**config.mk**
```make
export PLATFORM = sky130hd
export DESIGN_NAME = demux_router_flat
export DESIGN_NICKNAME = d
export VERILOG_FILES = /design/src/rtl/demux_router_if.sv /design/src/rtl/demux_router.sv /design/src/flat_wrapper.sv
export SDC_FILE = /design/constraint.sdc
export NUM_CORES = 1
export LEC_CHECK = 0
export CORE_MARGIN = 1
export CORE_UTILIZATION = 47
export CTS_BUF_LIST = sky130_fd_sc_hd__clkbuf_4
export CTS_CLUSTER_SIZE = 25
export DETAILED_ROUTE_END_ITERATION = 16
export PLACE_DENSITY = 0.84
export SLEW_MARGIN = 20
export SYNTH_ARGS = -nofsm -noshare
export SYNTH_HDL_FRONTEND = slang
export SYNTH_SLANG_ARGS = --single-unit
```
**constraint.sdc**
```tcl
create_clock -name clk -period 3.45 [get_ports clk]
set_input_delay 0.69 -clock clk [delete_from_list [all_inputs] [get_ports clk]]
set_output_delay 0.69 -clock clk [all_outputs]
set_load 0.01 [all_outputs]
```
**src/rtl/demux_router_if.sv**
```systemverilog
// rtl/demux_router_if.sv - handshake bundle between a producer and the demux router
interface demux_router_if #(
  parameter int DATA_W = 8,
  parameter int N_OUT  = 8
);
  localparam int SEL_W = $clog2(N_OUT);

  logic              enable;
  logic              in_valid;
  logic              in_ready;
  logic [SEL_W-1:0]  in_sel;
  logic              in_bcast;
  logic [DATA_W-1:0] in_data;
  logic [DATA_W-1:0] out_data;
  logic [N_OUT-1:0]  out_valid;
  logic [N_OUT-1:0]  out_ready;
  logic              busy;
  logic              sel_err;

  modport master (
    output enable, in_valid, in_sel, in_bcast, in_data, out_ready,
    input  in_ready, out_data, out_valid, busy, sel_err
  );

  modport slave (
    input  enable, in_valid, in_sel, in_bcast, in_data, out_ready,
    output in_ready, out_data, out_valid, busy, sel_err
  );
endinterface

```
**src/rtl/demux_router.sv**
```systemverilog
// rtl/demux_router.sv - one-word demux to N_OUT channels; broadcast under DEMUX_ROUTER_BCAST_EN
module demux_router #(
  parameter int DATA_W = 8,
  parameter int N_OUT  = 8
) (
  input  logic            clk,
  input  logic            rst,
  demux_router_if.slave   bus
);
  localparam int SEL_W = $clog2(N_OUT);
  localparam logic [SEL_W:0] N_OUT_L = (SEL_W + 1)'(N_OUT);

  typedef enum logic {IDLE, HOLD} state_t;

  state_t            state;
  logic [N_OUT-1:0]  pending;
  logic [DATA_W-1:0] word;
  logic              err_q;

  logic [N_OUT-1:0]  remaining;
  logic [N_OUT-1:0]  sel_onehot;
  logic              is_bcast;
  logic              bad_sel;
  logic              in_ready_c;
  logic              xfer;

`ifdef DEMUX_ROUTER_BCAST_EN
  assign is_bcast = bus.in_bcast;
`else
  assign is_bcast = 1'b0 & bus.in_bcast;
`endif

  // A new word may enter in the same cycle the last pending channel drains
  always_comb begin
    remaining  = pending & ~bus.out_ready;
    in_ready_c = bus.enable & ~rst & ((state == IDLE) | (remaining == '0));
    sel_onehot = {{(N_OUT-1){1'b0}}, 1'b1} << bus.in_sel;
    bad_sel    = ~is_bcast & ({1'b0, bus.in_sel} >= N_OUT_L);
    xfer       = bus.in_valid & in_ready_c;
  end

  always_ff @(posedge clk) begin
    if (rst) begin
      state   <= IDLE;
      pending <= '0;
      word    <= '0;
      err_q   <= 1'b0;
    end else begin
      err_q <= xfer & bad_sel;
      if (xfer && !bad_sel) begin
        word    <= bus.in_data;
        pending <= is_bcast ? '1 : sel_onehot;
        state   <= HOLD;
      end else begin
        pending <= remaining;
        state   <= (remaining == '0) ? IDLE : HOLD;
      end
    end
  end

  assign bus.in_ready  = in_ready_c;
  assign bus.out_valid = pending;
  assign bus.out_data  = word;
  assign bus.busy      = (state == HOLD);
  assign bus.sel_err   = err_q;
endmodule
```
**src/flat_wrapper.sv**
```systemverilog
// flat-port wrapper written by rule: the top's interface ports become plain ports
module demux_router_flat 
#(
  parameter int DATA_W = 8,
  parameter int N_OUT  = 8
)
  (clk, rst, bus_enable, bus_in_valid, bus_in_sel, bus_in_bcast, bus_in_data, bus_out_ready, bus_in_ready, bus_out_data, bus_out_valid, bus_busy, bus_sel_err);
  demux_router_if #(.DATA_W(DATA_W), .N_OUT(N_OUT)) bus_i ();
  input  logic clk;
  input  logic rst;
  input wire logic [$bits(bus_i.enable)-1:0] bus_enable;
  input wire logic [$bits(bus_i.in_valid)-1:0] bus_in_valid;
  input wire logic [$bits(bus_i.in_sel)-1:0] bus_in_sel;
  input wire logic [$bits(bus_i.in_bcast)-1:0] bus_in_bcast;
  input wire logic [$bits(bus_i.in_data)-1:0] bus_in_data;
  input wire logic [$bits(bus_i.out_ready)-1:0] bus_out_ready;
  output wire logic [$bits(bus_i.in_ready)-1:0] bus_in_ready;
  output wire logic [$bits(bus_i.out_data)-1:0] bus_out_data;
  output wire logic [$bits(bus_i.out_valid)-1:0] bus_out_valid;
  output wire logic [$bits(bus_i.busy)-1:0] bus_busy;
  output wire logic [$bits(bus_i.sel_err)-1:0] bus_sel_err;
  assign bus_i.enable = bus_enable;
  assign bus_i.in_valid = bus_in_valid;
  assign bus_i.in_sel = bus_in_sel;
  assign bus_i.in_bcast = bus_in_bcast;
  assign bus_i.in_data = bus_in_data;
  assign bus_i.out_ready = bus_out_ready;
  assign bus_in_ready = bus_i.in_ready;
  assign bus_out_data = bus_i.out_data;
  assign bus_out_valid = bus_i.out_valid;
  assign bus_busy = bus_i.busy;
  assign bus_sel_err = bus_i.sel_err;
  demux_router #(.DATA_W(DATA_W), .N_OUT(N_OUT)) u_core (.clk(clk), .rst(rst), .bus(bus_i));
endmodule
```
Word-level counts from Yosys, hierarchy flattened
Cells that the tools add are included.

Bits in writable memories: 0. Memories kept: 0. Word-level logic and storage cells: 16. ROM bits: 0. Output and inout port bits: 19. Latch bits: 0. Flip-flop bits (word level): 17.

Mux-type cells: 3. Shift-type cells: 1. $lt $le $gt $ge: 0. Multiply operators: 0. Add/sub/neg operators: 0. Divide/modulo/power cells: 0. Equal/unequal tests: 0. Bitwise operators: 8. Reduce and logical (&&, ||, !) cells: 1.

Operators by type and width (number): $and 8x8->8 (1); $logic_not 8->1 (1); $mux 8 (1); $not 8->8 (1); $shl 1x3->8 const A (1); $and 1x1->1 (3); $mux 1 (2); $not 1->1 (2); $or 1x1->1 (1).

Logic depth before layout (Yosys ltp)
Gate-level depths: netlist of the first run.

Depth in word-level cells: 7. Mapped depth: 6.

Worst setup path before layout of the first run
Ideal clock, no wire load.

Path type: input to output. Start: input bus_out_ready[2]. End: output bus_in_ready. Arrival: 1.702 ns. Stages on the path: 4. Setup slack: 1.058 ns. Cell sequence: nor2b_4 nor4_4 a21boi_4 nor3b_1.

Longest elaborated chain between the ends: 5.

RTL lines: from (decl) (line flat_wrapper.sv:16) `input wire logic [$bits(bus_i.out_ready)-1:0] bus_out_ready;`; $not 8->8 (line demux_router.sv:35) `remaining = pending & ~bus.out_ready;`; $and 8x8->8 (line demux_router.sv:35); $logic_not 8->1 (line demux_router.sv:36) `in_ready_c = bus.enable & ~rst & ((state == IDLE) | (remaining == '0));`; $or 1x1->1 (line demux_router.sv:36); $and 1x1->1 (line demux_router.sv:36); to (decl) (line flat_wrapper.sv:17) `output wire logic [$bits(bus_i.in_ready)-1:0] bus_in_ready;`.

No other way between the ends.

Final worst setup path of the first run
Same ends and word-level chain as after synthesis.

==> results of run 1 <==
[state kept, by name (all words and copies together) (netlist names)]
| register | flops |
|---|---|
| u_core.bus.out_valid | 8 |
| u_core.bus.busy | 1 |
| u_core.bus.out_data | 8 |
[path summary, 6_finish.rpt]
check                           slack [ps]  cells after the start                      to                     from
worst max-delay path                   250                      6            bus_in_ready         bus_out_ready[2]
worst min-delay path                   540                      2  u_core.bus.out_data[1]   u_core.bus.out_data[1]
worst max register to register        1800                      4  u_core.bus.out_data[7]  u_core.bus.out_valid[2]
worst min register to register         540                      2  u_core.bus.out_data[1]   u_core.bus.out_data[1]
[synth_stat cells, types with 4 or more instances]
cell type,n
a31oi_1,9
buf_2,4
clkbuf_1,4
dfxtp_1,17
nand2_1,7
nand3_1,18
nor3b_1,9
nor4b_1,8
o2111ai_1,8
[stage by stage]
stage / hold WS (ps) / area, sq um / util (%) / power [mW] / instances
6_report: 544.7 / 1483 / 73.33 / 0.4328 / 184
5_1_grt: 580.1 / 1483 / 73.33 / 0.4531 / 184
4_1_cts: 545.7 / 1483 / 73.33 / 0.4346 / 184
3_5_place_dp: 527.9 / 1453 / 71.84 / 0.3226 / 180
3_3_place_gp: 503.2 / 1453 / 71.84 / 0.3188 / 180
2_1_floorplan: 553.5 / 1039 / - / 0.2648 / 120
[per-layer routing]
metal / up-vias / wire (microns) / track usage, %
li1: 551 / - / -
met1: 530 / 1209 / 27.67
met2: 39 / 1404 / 42.13
met3: 4 / 143 / 6.854
met4: 0 / 29 / 7.353
met5: - / 0 / 0
[kinds of logic (layout without fill, tap and decap cells)]
kind of cell           Yosys count  in the layout  synth area share (%)
other                            1              1                0.3611
buffers and inverters           12             49                 5.181
AND/OR/NAND/NOR                 62             62                 41.21
flip-flops                      17             17                 32.77
AO/OA/AOI/OAI                   28             28                 20.48
[power groups by stage]
| stage | Combinational, mW | Sequential (mW) | Clock, mW |
|---|---|---|---|
| floorplan | 0.0425 | 0.222 | 0 |
| global placement | 0.0980 | 0.221 | 0 |
| detailed placement | 0.101 | 0.222 | 0 |
| CTS | 0.102 | 0.218 | 0.116 |
| global route | 0.109 | 0.219 | 0.125 |
| finish | 0.102 | 0.218 | 0.113 |
[area by class of cell]
type	instances	area share, %
multi-input combinational	91	43.46
timing repair buffer	44	29.03
sequential	17	22.95
tap	27	2.278
clock buffer	4	2.025
inverter	1	0.2532
[critical path, stage by stage]
cell and delay [ps]:
clkdlybuf4s50_1 500, nor2b_4 60, nor4_4 340, a21boi_4 90, nor3b_1 250, clkdlybuf4s50_1 590
==> impl_metrics.toml, run 1 <==
[sta]
final_hold_viol_count = 0
setup_ws_ps = 245.9
worstMarginPinSlew_ps = 823.7
rsz0062_at_grt = "false"
fin_crit_sh_pct = 92.87
fmax_ghz = 0.3121
max_slew_margin_pct = 44.96
slew_violations = 0
finalSetupViolCount = 0
min_period_ps = 3204
setup_tns_ps = 0
clock_skew_ps = 11.26

[cells_and_area]
final_cell_mix = "clkdlybuf4s50_1, nand3_1, dfxtp_1, nor3b_1, a31oi_1"
nets = 182
area_delta_synth_final_pct = 42.77
fill_cells = 165
layout_commonest_cell = "clkdlybuf4s50_1"
register_area_sq_um = 340.3
drive_above_1_share_pct = 9.554
antenna_cells = 0
multi_input_area_sq_um = 644.4

[synthesis]
async_reset_ff_share_pct = 0
syn_inst = 120
syn_nets = 144
yosysSeqAreaShare_pct = 32.77
postSynthAreaPerCell_sq_um = 8.654
ys_warn_count = 0
ys_top_cells_by_area = "dfxtp_1, nand3_1, nor4b_1"
synth_top_cell_by_area = "dfxtp_1"
synth_cell_types = 32
synth_seq_cells = 17
syn_area_sq_um = 1038
synth_edf_count = 0
synth_ff_type = "dfxtp_1"
synth_top_area_share_pct = 32.77

[grt]
grt_util_all_layers_pct = 23.90
first_global_vias = 981
antenna_found_initial = 0
grt_first_pass_wirelength_microns = 4436
grt_remaining_overflow = 0
grt_max_degree = 28

[die]
start_util_pct = 51.36
row_count = 16
io_pins = 43
dieArea_sq_um = 2401
chipWidth_microns = 49.01
core_area_sq_um = 2022
die_y_microns = 49.01

[route]
wl_per_cell_microns = 15.14
firstDrtPassIters = 4
drtIter0Drc = 24
viasPerCell = 6.109
detail-route-antenna-nets = 0
drc = 0
vias = 1124
finalWirelength_microns = 2786

[worst_setup_path]
crit_type = "primary input to output port"
critPathCaptureType = "output port"
cp.arrival_ps = 2510
worst_setup_path_start_kind = "primary input"
worstPathRequired_ps = 2760
worstPathMaxFanout = 3

[pwr]
ir_worst_vdd_uv = 269.6
clkPwrFrac_pct = 26.2
power_density_nw_per_um2 = 291.9
swShare_pct = 26.78
seqPwrFrac_pct = 50.3
p_switching_mw = 0.1159
power.leakage_nw = 0.5003
internal_power_mw = 0.3169
p_comb_share_pct = 23.5

[cts]
cts.sinks = 17
ctsLongestPathBuffers = 2
cts.hold.buffers_added = 0
cts_resized = 0
path_clk_slew_ps = 100
clk_latency_ps = 290
post_cts_buffers = 0
root_buffer = "clkbuf_4"
cts_buffers = 3
cts_tree = "done"
htreeDepth = 1

[hold_path]
hold_path_class = "register to register"

[place]
gp_congestion = 0.7392
portBuffers = 40
hpwl_microns = 1942
pre_cts_ws_ps = 247.1

[status]
status = "finished clean"

[job]
maxCapViolCount = 0
Note: power is estimated with default switching activity, not from simulation.
==> inputs of run 2 (changes only) <==
SETUP_SLACK_MARGIN = 0.05   (was default)
==> results of run 2 <==
Same layout as run 1: the final DEF is identical, and so are final timing and power.
==> inputs of run 3 (changes only) <==
CELL_PAD_IN_SITES_DETAIL_PLACEMENT = 2   (was default)
CELL_PAD_IN_SITES_GLOBAL_PLACEMENT = 2   (was default)
CORE_UTILIZATION = 26   (was 47)
PLACE_DENSITY = 0.83   (was 0.84)
==> impl_metrics.toml, run 3 (same netlist as run 1, synthesis figures left out) <==
[status]
status = "finished clean"

[grt]
grt_first_pass_wirelength_microns = 6182
grt_remaining_overflow = 0
grt_max_degree = 28
grt_util_all_layers_pct = 19.19
first_global_vias = 1223
antenna_found_initial = 0

[cts]
clk_latency_ps = 310
ctsLongestPathBuffers = 2
cts.hold.buffers_added = 0
post_cts_buffers = 0
cts_buffers = 3
path_clk_slew_ps = 110
htreeDepth = 1
root_buffer = "clkbuf_4"
cts_resized = 0
cts_tree = "done"
cts.sinks = 17

[worst_setup_path]
cpMostUsedCell = "clkdlybuf4s50_1"
crit_path_top_delay_cell = "clkdlybuf4s50_1"
critPathCaptureType = "output port"
cp_cell_sequence = "clkdlybuf4s50_1, nor2b_4, nor4_4, a21boi_4, nor3b_1, clkdlybuf4s50_1"
worstPathMaxFanout = 3
worst_setup_path_start_kind = "primary input"
worstPathRequired_ps = 2760
critPathBufInv = 2
crit_type = "primary input to output port"
cpLargestDelayFamily = "buffers and inverters"
cp_slowest_stage_delay_ps = 600
cp.arrival_ps = 2560

[route]
drc = 0
viasPerCell = 5.471
vias = 1127
firstDrtPassIters = 4
wl_per_cell_microns = 17.91
detail-route-antenna-nets = 0
finalWirelength_microns = 3690
drtIter0Drc = 57

[cells_and_area]
antenna_cells = 0
final_cell_mix = "clkdlybuf4s50_1, nand3_1, dfxtp_1, nor3b_1, a31oi_1"
nets = 183
layout_commonest_cell = "clkdlybuf4s50_1"
finalNonFillerCells = 206
area_delta_synth_final_pct = 46.02
drive_above_1_share_pct = 10.13

[place]
portBuffers = 40
gp_congestion = 0.8088
hpwl_microns = 2683
dp.cells = 202

[sta]
finalSetupViolCount = 0
clock_skew_ps = 3.765
worstMarginPinSlew_ps = 856.9
fin_crit_sh_pct = 94.14
rsz0062_at_grt = "false"
final_hold_viol_count = 0
min_period_ps = 3248
setup_tns_ps = 0
slew_violations = 0
max_slew_margin_pct = 42.74
fmax_ghz = 0.3079

[die]
die_y_microns = 65.20
chipWidth_microns = 65.20
dieArea_sq_um = 4251
io_pins = 43
start_util_pct = 27.74
row_count = 22
core_area_sq_um = 3744

[job]
maxCapViolCount = 0

[pwr]
ir_worst_vdd_uv = 133.3
power_density_nw_per_um2 = 295.2
power.leakage_nw = 0.5056

[hold_path]
hold_path_class = "register to register"
-- run 3: layer usage --
layer / global-route usage, % / part of all wire (%)
met1: 24.13 / 43
met2: 32.47 / 52
met3: 1.910 / 2.0
met4: 9.239 / 2.5
met5: 0 / 0
-- run 3: path summary, 6_finish.rpt --
| check | startpoint | to | slack, ps | cells past startpoint |
|---|---|---|---|---|
| worst max-delay path | bus_out_ready[2] | bus_in_ready | 200 | 6 |
| worst min-delay path | u_core.bus.out_data[6] | u_core.bus.out_data[6] | 560 | 2 |
| worst max register to register | u_core.bus.out_valid[2] | u_core.bus.out_data[5] | 1770 | 4 |
| worst min register to register | u_core.bus.out_data[6] | u_core.bus.out_data[6] | 560 | 2 |
-- run 3: stage by stage --
stage	worst slack (ps)	hold WS [ps]	area (sq um)	total power, mW	utilization (%)
floorplan	1058	553.5	1039	0.2648	-
global placement	251.2	506.4	1486	0.3230	39.71
detailed placement	283.8	529.9	1486	0.3283	39.71
CTS	183.0	560.6	1516	0.4562	40.51
global route	119.8	594.9	1516	0.4724	40.51
finish	202.1	556.9	1516	0.4477	40.51
-- run 3: worst register-to-register path, delay by kind of cell, from the launching register on --
kind	cells	cell delay (ps)
flip-flops	1	320
AND/OR/NAND/NOR	3	970
AO/OA/AOI/OAI	1	270
-- run 3: final cells by class --
type	instances	area, sq um
sequential	17	340.3
timing repair buffer	45	437.9
fill	440	2227
multi-input combinational	91	644.4
clock buffer	4	30.03
inverter	1	3.754
tap	48	60.06
-- run 3: report_power, final --
| group | switching [mW] | internal [mW] |
|---|---|---|
| Sequential | 0.00816 | 0.207 |
| Clock | 0.0703 | 0.0531 |
| Combinational | 0.0513 | 0.0583 |
| Total | 0.130 | 0.318 |
